## src/rtl/bcd_time_if.sv

```systemverilog
// bcd_time_if: control, preset and time/pulse signals of the BCD time-of-day counter.
// ALARM_EN adds the alarm compare inputs and the alarm output.
interface bcd_time_if;
  logic       sec_in_i;
  logic       en_i;
  logic       load_i;
  logic [7:0] ld_hh_i;
  logic [7:0] ld_mm_i;
  logic [7:0] ld_ss_i;
  logic [7:0] hh_o;
  logic [7:0] mm_o;
  logic [7:0] ss_o;
  logic       sec_tick_o;
  logic       min_wrap_o;
  logic       day_wrap_o;
  logic       load_err_o;
`ifdef ALARM_EN
  logic [7:0] alm_hh_i;
  logic [7:0] alm_mm_i;
  logic [0:0] alm_arm_i;
  logic [0:0] alarm_o;
  modport master (output sec_in_i, en_i, load_i, ld_hh_i, ld_mm_i, ld_ss_i, alm_hh_i, alm_mm_i, alm_arm_i,
                  input hh_o, mm_o, ss_o, sec_tick_o, min_wrap_o, day_wrap_o, load_err_o, alarm_o);
  modport slave (input sec_in_i, en_i, load_i, ld_hh_i, ld_mm_i, ld_ss_i, alm_hh_i, alm_mm_i, alm_arm_i,
                 output hh_o, mm_o, ss_o, sec_tick_o, min_wrap_o, day_wrap_o, load_err_o, alarm_o);
`else
  modport master (output sec_in_i, en_i, load_i, ld_hh_i, ld_mm_i, ld_ss_i,
                  input hh_o, mm_o, ss_o, sec_tick_o, min_wrap_o, day_wrap_o, load_err_o);
  modport slave (input sec_in_i, en_i, load_i, ld_hh_i, ld_mm_i, ld_ss_i,
                 output hh_o, mm_o, ss_o, sec_tick_o, min_wrap_o, day_wrap_o, load_err_o);
`endif
endinterface

```

## src/rtl/bcd_time_counter.sv

```systemverilog
// bcd_time_counter: BCD HH:MM:SS counter advanced by rising edges of a 1 Hz square wave, with preset.
// Define ALARM_EN to add the registered HH:MM alarm compare.
module bcd_time_counter #(
  parameter int MAX_HOUR = 23,
  parameter int MAX_MIN  = 59
) (
  input logic clk,
  input logic clr,
  bcd_time_if.slave tc
);
  typedef enum logic {RUN, PRESET} state_t;
  localparam logic [7:0] HMAX = 8'((MAX_HOUR / 10) * 16 + MAX_HOUR % 10);
  localparam logic [7:0] MMAX = 8'((MAX_MIN / 10) * 16 + MAX_MIN % 10);
  function automatic logic [8:0] bcd_inc(input logic [7:0] v, input logic [7:0] max);
    bcd_inc = (v == max) ? 9'h100 :
              (v[3:0] == 4'd9) ? {1'b0, v[7:4] + 4'd1, 4'd0} : {1'b0, v[7:4], v[3:0] + 4'd1};
  endfunction
  function automatic logic legal(input logic [7:0] v, input logic [7:0] max);
    legal = v[7:4] <= 4'd9 && v[3:0] <= 4'd9 && v <= max;
  endfunction
  state_t     state_q, state_d;
  logic [7:0] hh_q, hh_d, mm_q, mm_d, ss_q, ss_d;
  logic       sec_q, tick_q, tick_d, mwrap_q, mwrap_d, dwrap_q, dwrap_d, err_q, err_d;
  logic [8:0] s_inc, m_inc, h_inc;
  logic       preset, rise, lh, lm, ls;
  always_comb begin
    state_d = tc.load_i ? PRESET : (state_q == PRESET ? RUN : state_q);
    preset  = state_d == PRESET;
    rise    = tc.sec_in_i & ~sec_q & tc.en_i;
    s_inc   = bcd_inc(ss_q, MMAX);
    m_inc   = bcd_inc(mm_q, MMAX);
    h_inc   = bcd_inc(hh_q, HMAX);
    lh      = legal(tc.ld_hh_i, HMAX);
    lm      = legal(tc.ld_mm_i, MMAX);
    ls      = legal(tc.ld_ss_i, MMAX);
    tick_d  = ~preset & rise;
    mwrap_d = tick_d & s_inc[8];
    dwrap_d = mwrap_d & m_inc[8] & h_inc[8];
    err_d   = preset & ~(lh & lm & ls);
    ss_d    = preset ? (ls ? tc.ld_ss_i : 8'h00) : tick_d ? s_inc[7:0] : ss_q;
    mm_d    = preset ? (lm ? tc.ld_mm_i : 8'h00) : mwrap_d ? m_inc[7:0] : mm_q;
    hh_d    = preset ? (lh ? tc.ld_hh_i : 8'h00) : (mwrap_d & m_inc[8]) ? h_inc[7:0] : hh_q;
  end
  always_ff @(posedge clk or posedge clr) begin
    if (clr) begin
      state_q <= RUN;
      {hh_q, mm_q, ss_q} <= '0;
      {sec_q, tick_q, mwrap_q, dwrap_q, err_q} <= '0;
    end else begin
      state_q <= state_d;
      {hh_q, mm_q, ss_q} <= {hh_d, mm_d, ss_d};
      {sec_q, tick_q, mwrap_q, dwrap_q, err_q} <= {tc.sec_in_i, tick_d, mwrap_d, dwrap_d, err_d};
    end
  end
  assign tc.hh_o       = hh_q;
  assign tc.mm_o       = mm_q;
  assign tc.ss_o       = ss_q;
  assign tc.sec_tick_o = tick_q;
  assign tc.min_wrap_o = mwrap_q;
  assign tc.day_wrap_o = dwrap_q;
  assign tc.load_err_o = err_q;
`ifdef ALARM_EN
  logic alarm_q;
  always_ff @(posedge clk or posedge clr) begin
    if (clr) alarm_q <= 1'b0;
    else alarm_q <= tc.alm_arm_i[0] && hh_q == tc.alm_hh_i && mm_q == tc.alm_mm_i;
  end
  assign tc.alarm_o = alarm_q;
`endif
endmodule
```

## src/flat_wrapper.sv

```systemverilog
// flat-port wrapper written by rule: the top's interface ports become plain ports
module bcd_time_counter_flat 
#(
  parameter int MAX_HOUR = 23,
  parameter int MAX_MIN  = 59
)
  (clk, clr, tc_sec_in_i, tc_en_i, tc_load_i, tc_ld_hh_i, tc_ld_mm_i, tc_ld_ss_i, tc_hh_o, tc_mm_o, tc_ss_o, tc_sec_tick_o, tc_min_wrap_o, tc_day_wrap_o, tc_load_err_o);
  bcd_time_if tc_i ();
  input logic clk;
  input logic clr;
  input wire logic [$bits(tc_i.sec_in_i)-1:0] tc_sec_in_i;
  input wire logic [$bits(tc_i.en_i)-1:0] tc_en_i;
  input wire logic [$bits(tc_i.load_i)-1:0] tc_load_i;
  input wire logic [$bits(tc_i.ld_hh_i)-1:0] tc_ld_hh_i;
  input wire logic [$bits(tc_i.ld_mm_i)-1:0] tc_ld_mm_i;
  input wire logic [$bits(tc_i.ld_ss_i)-1:0] tc_ld_ss_i;
  output wire logic [$bits(tc_i.hh_o)-1:0] tc_hh_o;
  output wire logic [$bits(tc_i.mm_o)-1:0] tc_mm_o;
  output wire logic [$bits(tc_i.ss_o)-1:0] tc_ss_o;
  output wire logic [$bits(tc_i.sec_tick_o)-1:0] tc_sec_tick_o;
  output wire logic [$bits(tc_i.min_wrap_o)-1:0] tc_min_wrap_o;
  output wire logic [$bits(tc_i.day_wrap_o)-1:0] tc_day_wrap_o;
  output wire logic [$bits(tc_i.load_err_o)-1:0] tc_load_err_o;
  assign tc_i.sec_in_i = tc_sec_in_i;
  assign tc_i.en_i = tc_en_i;
  assign tc_i.load_i = tc_load_i;
  assign tc_i.ld_hh_i = tc_ld_hh_i;
  assign tc_i.ld_mm_i = tc_ld_mm_i;
  assign tc_i.ld_ss_i = tc_ld_ss_i;
  assign tc_hh_o = tc_i.hh_o;
  assign tc_mm_o = tc_i.mm_o;
  assign tc_ss_o = tc_i.ss_o;
  assign tc_sec_tick_o = tc_i.sec_tick_o;
  assign tc_min_wrap_o = tc_i.min_wrap_o;
  assign tc_day_wrap_o = tc_i.day_wrap_o;
  assign tc_load_err_o = tc_i.load_err_o;
  bcd_time_counter #(.MAX_HOUR(MAX_HOUR), .MAX_MIN(MAX_MIN)) u_core (.clk(clk), .clr(clr), .tc(tc_i));
endmodule
```

## config.mk

```make
export PLATFORM = sky130hd
export DESIGN_NAME = bcd_time_counter_flat
export DESIGN_NICKNAME = d
export VERILOG_FILES = /design/src/rtl/bcd_time_if.sv /design/src/rtl/bcd_time_counter.sv /design/src/flat_wrapper.sv
export SDC_FILE = /design/constraint.sdc
export NUM_CORES = 1
export LEC_CHECK = 0
export CELL_PAD_IN_SITES_DETAIL_PLACEMENT = 1
export CELL_PAD_IN_SITES_GLOBAL_PLACEMENT = 2
export CORE_UTILIZATION = 26
export CTS_BUF_LIST = sky130_fd_sc_hd__clkbuf_4
export DETAILED_ROUTE_END_ITERATION = 7
export GPL_ROUTABILITY_DRIVEN = 0
export PLACE_DENSITY_LB_ADDON = 0.1
export SLEW_MARGIN = 25
export SYNTH_ARGS = -nofsm -noshare
export SYNTH_HDL_FRONTEND = slang
export SYNTH_SLANG_ARGS = --single-unit
export TNS_END_PERCENT = 10
```

## constraint.sdc

```tcl
create_clock -name clk -period 1.7 [get_ports clk]
set_input_delay 0.34 -clock clk [delete_from_list [all_inputs] [get_ports clk]]
set_output_delay 0.34 -clock clk [all_outputs]
set_load 0.1 [all_outputs]
```

After elaboration in Yosys (flattened, before gate mapping) --
Index checks and enable logic that the tools add are counted. Widths: inputs -> output; s select.
Operators by class: $mul 0, bitwise operators 12, mux-type cells 16, add/sub/neg operators 6, equality and inequality tests 6, shift-type cells 0, order comparisons 9, div/mod/pow operators 0, reductions and logical operators 15
Operators with widths (number):
- $mux 8 | 12
- $mux 9 | 3
- $add 4x1->4 const B | 6
- $le 4x4->1 const B | 6
- $eq 8x7->1 const B | 2
- $le 8x7->1 const B | 2
- $eq 4x4->1 const B | 3
- $and 1x1->1 | 9
- $reduce_bool 3->1 | 3
- $eq 8x6->1 const B | 1
- $le 8x6->1 const B | 1
- $logic_and 1x1->1 | 6
- $reduce_and 2->1 | 3
- $reduce_bool 2->1 | 3
- $not 1->1 | 3
- $mux 1 | 1
Storage, ports and cells: memories 0, memory bits (writable) 0, bits in read-only memories 0, register bits after elaboration 29, output and inout bits 28, logic and storage cells 75, bits in latches 0

Logic depth before layout (Yosys ltp) --
depth in word-level cells 8, mapped depth 7, mapped depth without buffers 6

Worst setup path before layout --
OpenSTA, ideal clock, no wires.
kind reg2reg, from register u_core.hh_q[5] (netlist: u_core.tc.hh_o[5]), to register u_core.hh_q[5] (netlist: u_core.tc.hh_o[5]), clock period less this slack 2450 ps, required time 1574 ps, cell stages (with the launch flop) 6, library setup time 126 ps, data arrival time 2324 ps, slack -750 ps, path through dfrtp_1 -> ha_1 -> nor4b_1 -> a21oi_1 -> o31ai_1 -> mux2_2
On the way: longest elaborated chain between the ends 5, elaborated cells on any way between the ends 8, classes of those cells add/sub (1); eq/ne (1); mux (4); reduce/logical (2)
Ends and longest elaborated chain:
- start: declaration | line bcd_time_counter.sv:22 | logic [7:0] hh_q, hh_d, mm_q, mm_d, ss_q, ss_d;
- start signal: assignment | line bcd_time_counter.sv:51 | {hh_q, mm_q, ss_q} <= {hh_d, mm_d, ss_d};
- $add 4x1->4 | line bcd_time_counter.sv:16 | (v[3:0] == 4'd9) ? {1'b0, v[7:4] + 4'd1, 4'd0} : {1'b0, v[7:4], v[3:0] + 4'd1};
- $mux 8 | line bcd_time_counter.sv:16
- $mux 9 | line bcd_time_counter.sv:15 | bcd_inc = (v == max) ? 9'h100 :
- $mux 8 (2 in a row) | line bcd_time_counter.sv:42 | hh_d = preset ? (lh ? tc.ld_hh_i : 8'h00) : (mwrap_d & m_inc[8]) ? h_inc[7:0] : hh_q;
Parallel ways exist; a longest one is shown, timed or not. The select of a mux whose other input is x is not followed. A chain may end at the register's enable or synchronous reset.

Worst setup path after layout --
from register u_core.mm_q[5] (netlist: u_core.tc.mm_o[5]), to register u_core.hh_q[6] (netlist: u_core.tc.hh_o[6])
On the way: longest elaborated chain between the ends 5
Ends and longest elaborated chain (line):
- start: declaration | bcd_time_counter.sv:22
- start signal: assignment | bcd_time_counter.sv:51
- $eq 8x7->1 | bcd_time_counter.sv:15
- $mux 9 | bcd_time_counter.sv:15
- $and 1x1->1 | bcd_time_counter.sv:42
- $reduce_bool 2->1 (no source line)
- $reduce_and 2->1 (no source line)
Every way passes these cells.

==> summary.md <==
| Metric | Value |
|---|---|
| TritonCTS sink count | 29 |
| Number of antenna-violating nets in the routed design | 0 |
| Later-pin clock latency in the skew report | 0.34 ns |
| 1st-pass router iterations | 4 |
| Master cell of the clock root buffer | sky130_fd_sc_hd__clkbuf_4 |
| Clock tree skew after final layout | between 0.015 and 0.02 ns |
| Least-Margin Pin Slew | between 0.4 and 0.5 ns |
| Vias per Instance | 4.85 |
| First-pass GRT wire length | 10900 µm |
| Total global routing track utilization | about a fifth |
| Overall overflow remaining after global route | 0 |
| Largest net degree at the start of global routing | 30 |
| CTS tree | done |
| Most frequent cells in the layout | sky130_fd_sc_hd__buf_4 (70), sky130_fd_sc_hd__clkdlybuf4s50_1 (28), sky130_fd_sc_hd__buf_12 (28) |
| Fin crit period | 1.81 ns |
| Net count after synthesis | 240 |
| Fraction of layout cells with a size suffix above 1 | 54.3% |
| Max Clk Rate | 552 MHz |
| Hold violation total from the final report | 0 |
| Count of input and output buffers | 56 |
| Count of final setup violators | 11 |
| Buffers from clock root to sink, at most | 2 |
| Sequential element share of the synthesized area | 39.0% |
| Number of distinct library cells after synthesis | 47 |
| Max_cap viols | 0 |
| ANT cells | 0 |
| Dominant cells by area after synthesis | sky130_fd_sc_hd__dfrtp_1 (39%), sky130_fd_sc_hd__ha_1 (8.1%), sky130_fd_sc_hd__a21oi_1 (4.0%) |
| Initial antenna violation count | 0 |
| Most common cell after layout, fill and taps aside | sky130_fd_sc_hd__buf_4 |
| Count of filler cells inserted in the layout | 765 |
| Iter 0 DRT Violations | between 40 and 50 |
| Initial standard-cell utilization of the core | 27.1% |
| Yosys top cell by area | sky130_fd_sc_hd__dfrtp_1 |
| Core Box Area | 0.00687 mm² |
| Violated checks | negative setup slack |
| Data arrival time of the critical path | 2.08 ns |
| Power density normalized to cell area | 815 mW/mm² |
| Chain of cells forming the critical path | inv_4, ha_4, and3b_2, nand3_4, or4_4, a21oi_2 |
| Class of the worst hold path | in -> async |
| H-Tree Level Count | 2 |
| Setup repair after global routing missed its margin | true |
| Worst ir drop on vdd | 0.236 mV |
| Outcome | complete, but fails checks |
| Maximum fanout encountered on the critical timing path | 5 |
| Area share of the largest cell type after synthesis | 39.0% |
| Post-DR wirelength/cell | ~15 µm |
| Vias | 2058 |
| Total power | 3.01 mW |
| Die X-Extent | a little under 90 µm |
| Post-synthesis sequential element count | 29 |
| Seq. cell area | 786 µm² |
| Top Ports | 57 |
| Syn Inst Count | between 150 and 200 |
| Total CTS buffers | 5 |
| Final worst slack | -0.110 ns |
| # DRC | 0 |
| Critical Path Slowest Stage Cell | sky130_fd_sc_hd__or4_4 |
| Net total in the final layout | approximately 370 |
| Critical path required time | 1.97 ns |
| Final HPWL DP | 4860 µm |
| Syn. warnings | 0 |
| Type of the worst setup path | reg -> reg |
| Async set or reset register ratio after synthesis | 100% |
| Max incr delay on CP | 0.56 ns |
| Share of the clock period used by the worst path | 106% |
| Startpoint kind of the worst setup timing path | register |
| Kind of end point of the critical path | register |
| Placed insts | 412 |
| Multi-input combinational cell area | 0.00125 mm² |
| Most used DFF post-synth | sky130_fd_sc_hd__dfrtp_1 |
| Number of pins with negative max-slew slack in the final report | 0 |
| Average cell area after synthesis | between 9 and 10 µm² |
| Number of enable-type register cells in the synthesized netlist | 0 |
| Signed area change from the synthesized netlist to the final layout | 98.0% |
| Row Count | 30 |
| Total wire length after detailed routing | 6420 µm |
| Headroom to the max-slew limit | 72.4% |
| Static Leakage | 1.57 nW |
| Clock transition time at the flip-flop clock pins of the worst setup and hold paths | 0.11 ns |
| Mapped Area | 0.00186 mm² |
| Via count of the first global-routing pass | 2195 |
| Die outline area | 0.00751 mm² |
| Die Ht | 86.7 µm |
| Post-Layout Cell Count | 424 |
==> final timing paths <==
check | from | to | slack, ns | cells after the start
max in group asynchronous | clr | u_core.tc.ss_o[0] | 0.98 | 3
min in group clk | tc_sec_in_i | u_core.sec_q | 0.49 | 1
min reg2reg | u_core.tc.hh_o[3] | u_core.tc.hh_o[3] | 0.64 | 2
min | clr | u_core.tc.hh_o[5] | 0.38 | 3
max | u_core.tc.mm_o[5] | u_core.tc.hh_o[6] | -0.11 | 6
max reg2reg | u_core.tc.mm_o[5] | u_core.tc.hh_o[6] | -0.11 | 6
==> worst max-delay path, delay by kind of cell, from the launching register on <==
kind,cells,cell delay [ns]
flops,1,0.51
fa+ha+maj,1,0.12
buf+inv,1,0.06
compound gates,1,0.12
simple gates,3,0.93
==> synthesized netlist by cell type (2+ instances only) <==
master	instances
sky130_fd_sc_hd__a211oi_1	2
sky130_fd_sc_hd__a21oi_1	15
sky130_fd_sc_hd__a221o_1	2
sky130_fd_sc_hd__a2bb2oi_1	3
sky130_fd_sc_hd__a31oi_1	2
sky130_fd_sc_hd__a32oi_1	6
sky130_fd_sc_hd__a41oi_2	2
sky130_fd_sc_hd__and2_1	2
sky130_fd_sc_hd__and3_1	6
sky130_fd_sc_hd__and3b_1	4
sky130_fd_sc_hd__buf_2	3
sky130_fd_sc_hd__clkbuf_1	6
sky130_fd_sc_hd__dfrtp_1	29
sky130_fd_sc_hd__ha_1	12
sky130_fd_sc_hd__inv_1	14
sky130_fd_sc_hd__mux2_2	4
sky130_fd_sc_hd__mux2i_1	2
sky130_fd_sc_hd__nand2_1	10
sky130_fd_sc_hd__nand2b_1	2
sky130_fd_sc_hd__nand3_1	9
sky130_fd_sc_hd__nand3b_1	2
sky130_fd_sc_hd__nand4_1	3
sky130_fd_sc_hd__nor2_1	12
sky130_fd_sc_hd__nor3_1	5
sky130_fd_sc_hd__nor4b_1	2
sky130_fd_sc_hd__o21ai_0	9
sky130_fd_sc_hd__o21bai_1	2
sky130_fd_sc_hd__o221ai_1	2
sky130_fd_sc_hd__o2bb2ai_1	4
sky130_fd_sc_hd__o31ai_1	3
sky130_fd_sc_hd__or3_1	2
sky130_fd_sc_hd__or4_1	3
==> per-layer routing <==
layer  track usage [%]  share of wire [%]  vias to the layer above
li1                  -                  -                     1011
met1              23.6                 45                     1018
met2              33.3                 53                       25
met3              3.24                2.0                        4
met4              4.09               0.62                        0
met5                 0                  0                        -
==> logic make-up after synthesis <==
kind of cell             after synthesis  share of synthesized area, %
AO/OA/AOI/OAI                         60                          23.4
buffers and inverters                 24                          5.24
adder cells (fa/ha/maj)               12                          8.06
multiplexers                           6                          3.49
AND/OR/NAND/NOR                       68                          20.8
flip-flops                            29                          39.0
==> cell type report <==
| cell class | count | share of cell area (%) |
|---|---|---|
| well taps | 96 | 3.26 |
| inverters | 14 | 1.49 |
| repair buffers | 131 | 38.6 |
| clock inverters | 1 | 0.102 |
| flip-flops and latches | 29 | 21.3 |
| multi-input cells | 146 | 33.9 |
| clock buffers | 7 | 1.42 |
==> flip-flops by register name (all words and copies together) (netlist names) <==
signal                cells
u_core.sec_q              1
u_core.tc.min_wrap_o      1
u_core.tc.day_wrap_o      1
u_core.tc.hh_o            8
u_core.tc.mm_o            8
u_core.tc.ss_o            8
u_core.tc.sec_tick_o      1
u_core.tc.load_err_o      1
==> where the power goes <==
group / switching [mW] / total [mW] / internal (mW)
logic: 0.958 / 1.65 / 0.692
registers: 0.0945 / 0.895 / 0.801
clock network: 0.271 / 0.462 / 0.191
==> through the flow <==
| stage | utilization (%) | area (µm²) | TNS [ns] | hold slack [ns] | worst slack, ns |
|---|---|---|---|---|---|
| finish | 53.7 | 3690 | -0.961 | 0.380 | -0.110 |
| global route | 53.7 | 3690 | -1.68 | 0.413 | -0.173 |
| CTS | 51.8 | 3560 | -0.891 | 0.388 | -0.120 |
| detailed placement | 50.0 | 3430 | -6.07 | 0.594 | -0.342 |
| global placement | 50.0 | 3430 | -5.48 | 0.583 | -0.316 |
| floorplan | - | 1990 | -3.05 | 0.371 | -0.238 |
==> repair_timing <==
action	4_1_cts	5_1_grt
resized for setup	14	27
pin swaps	4	10
hold buffers	0	0
buffers inserted	2	2
setup endpoints to repair	16	18
gates cloned	0	0
Note: power is estimated with default switching activity, not from simulation.
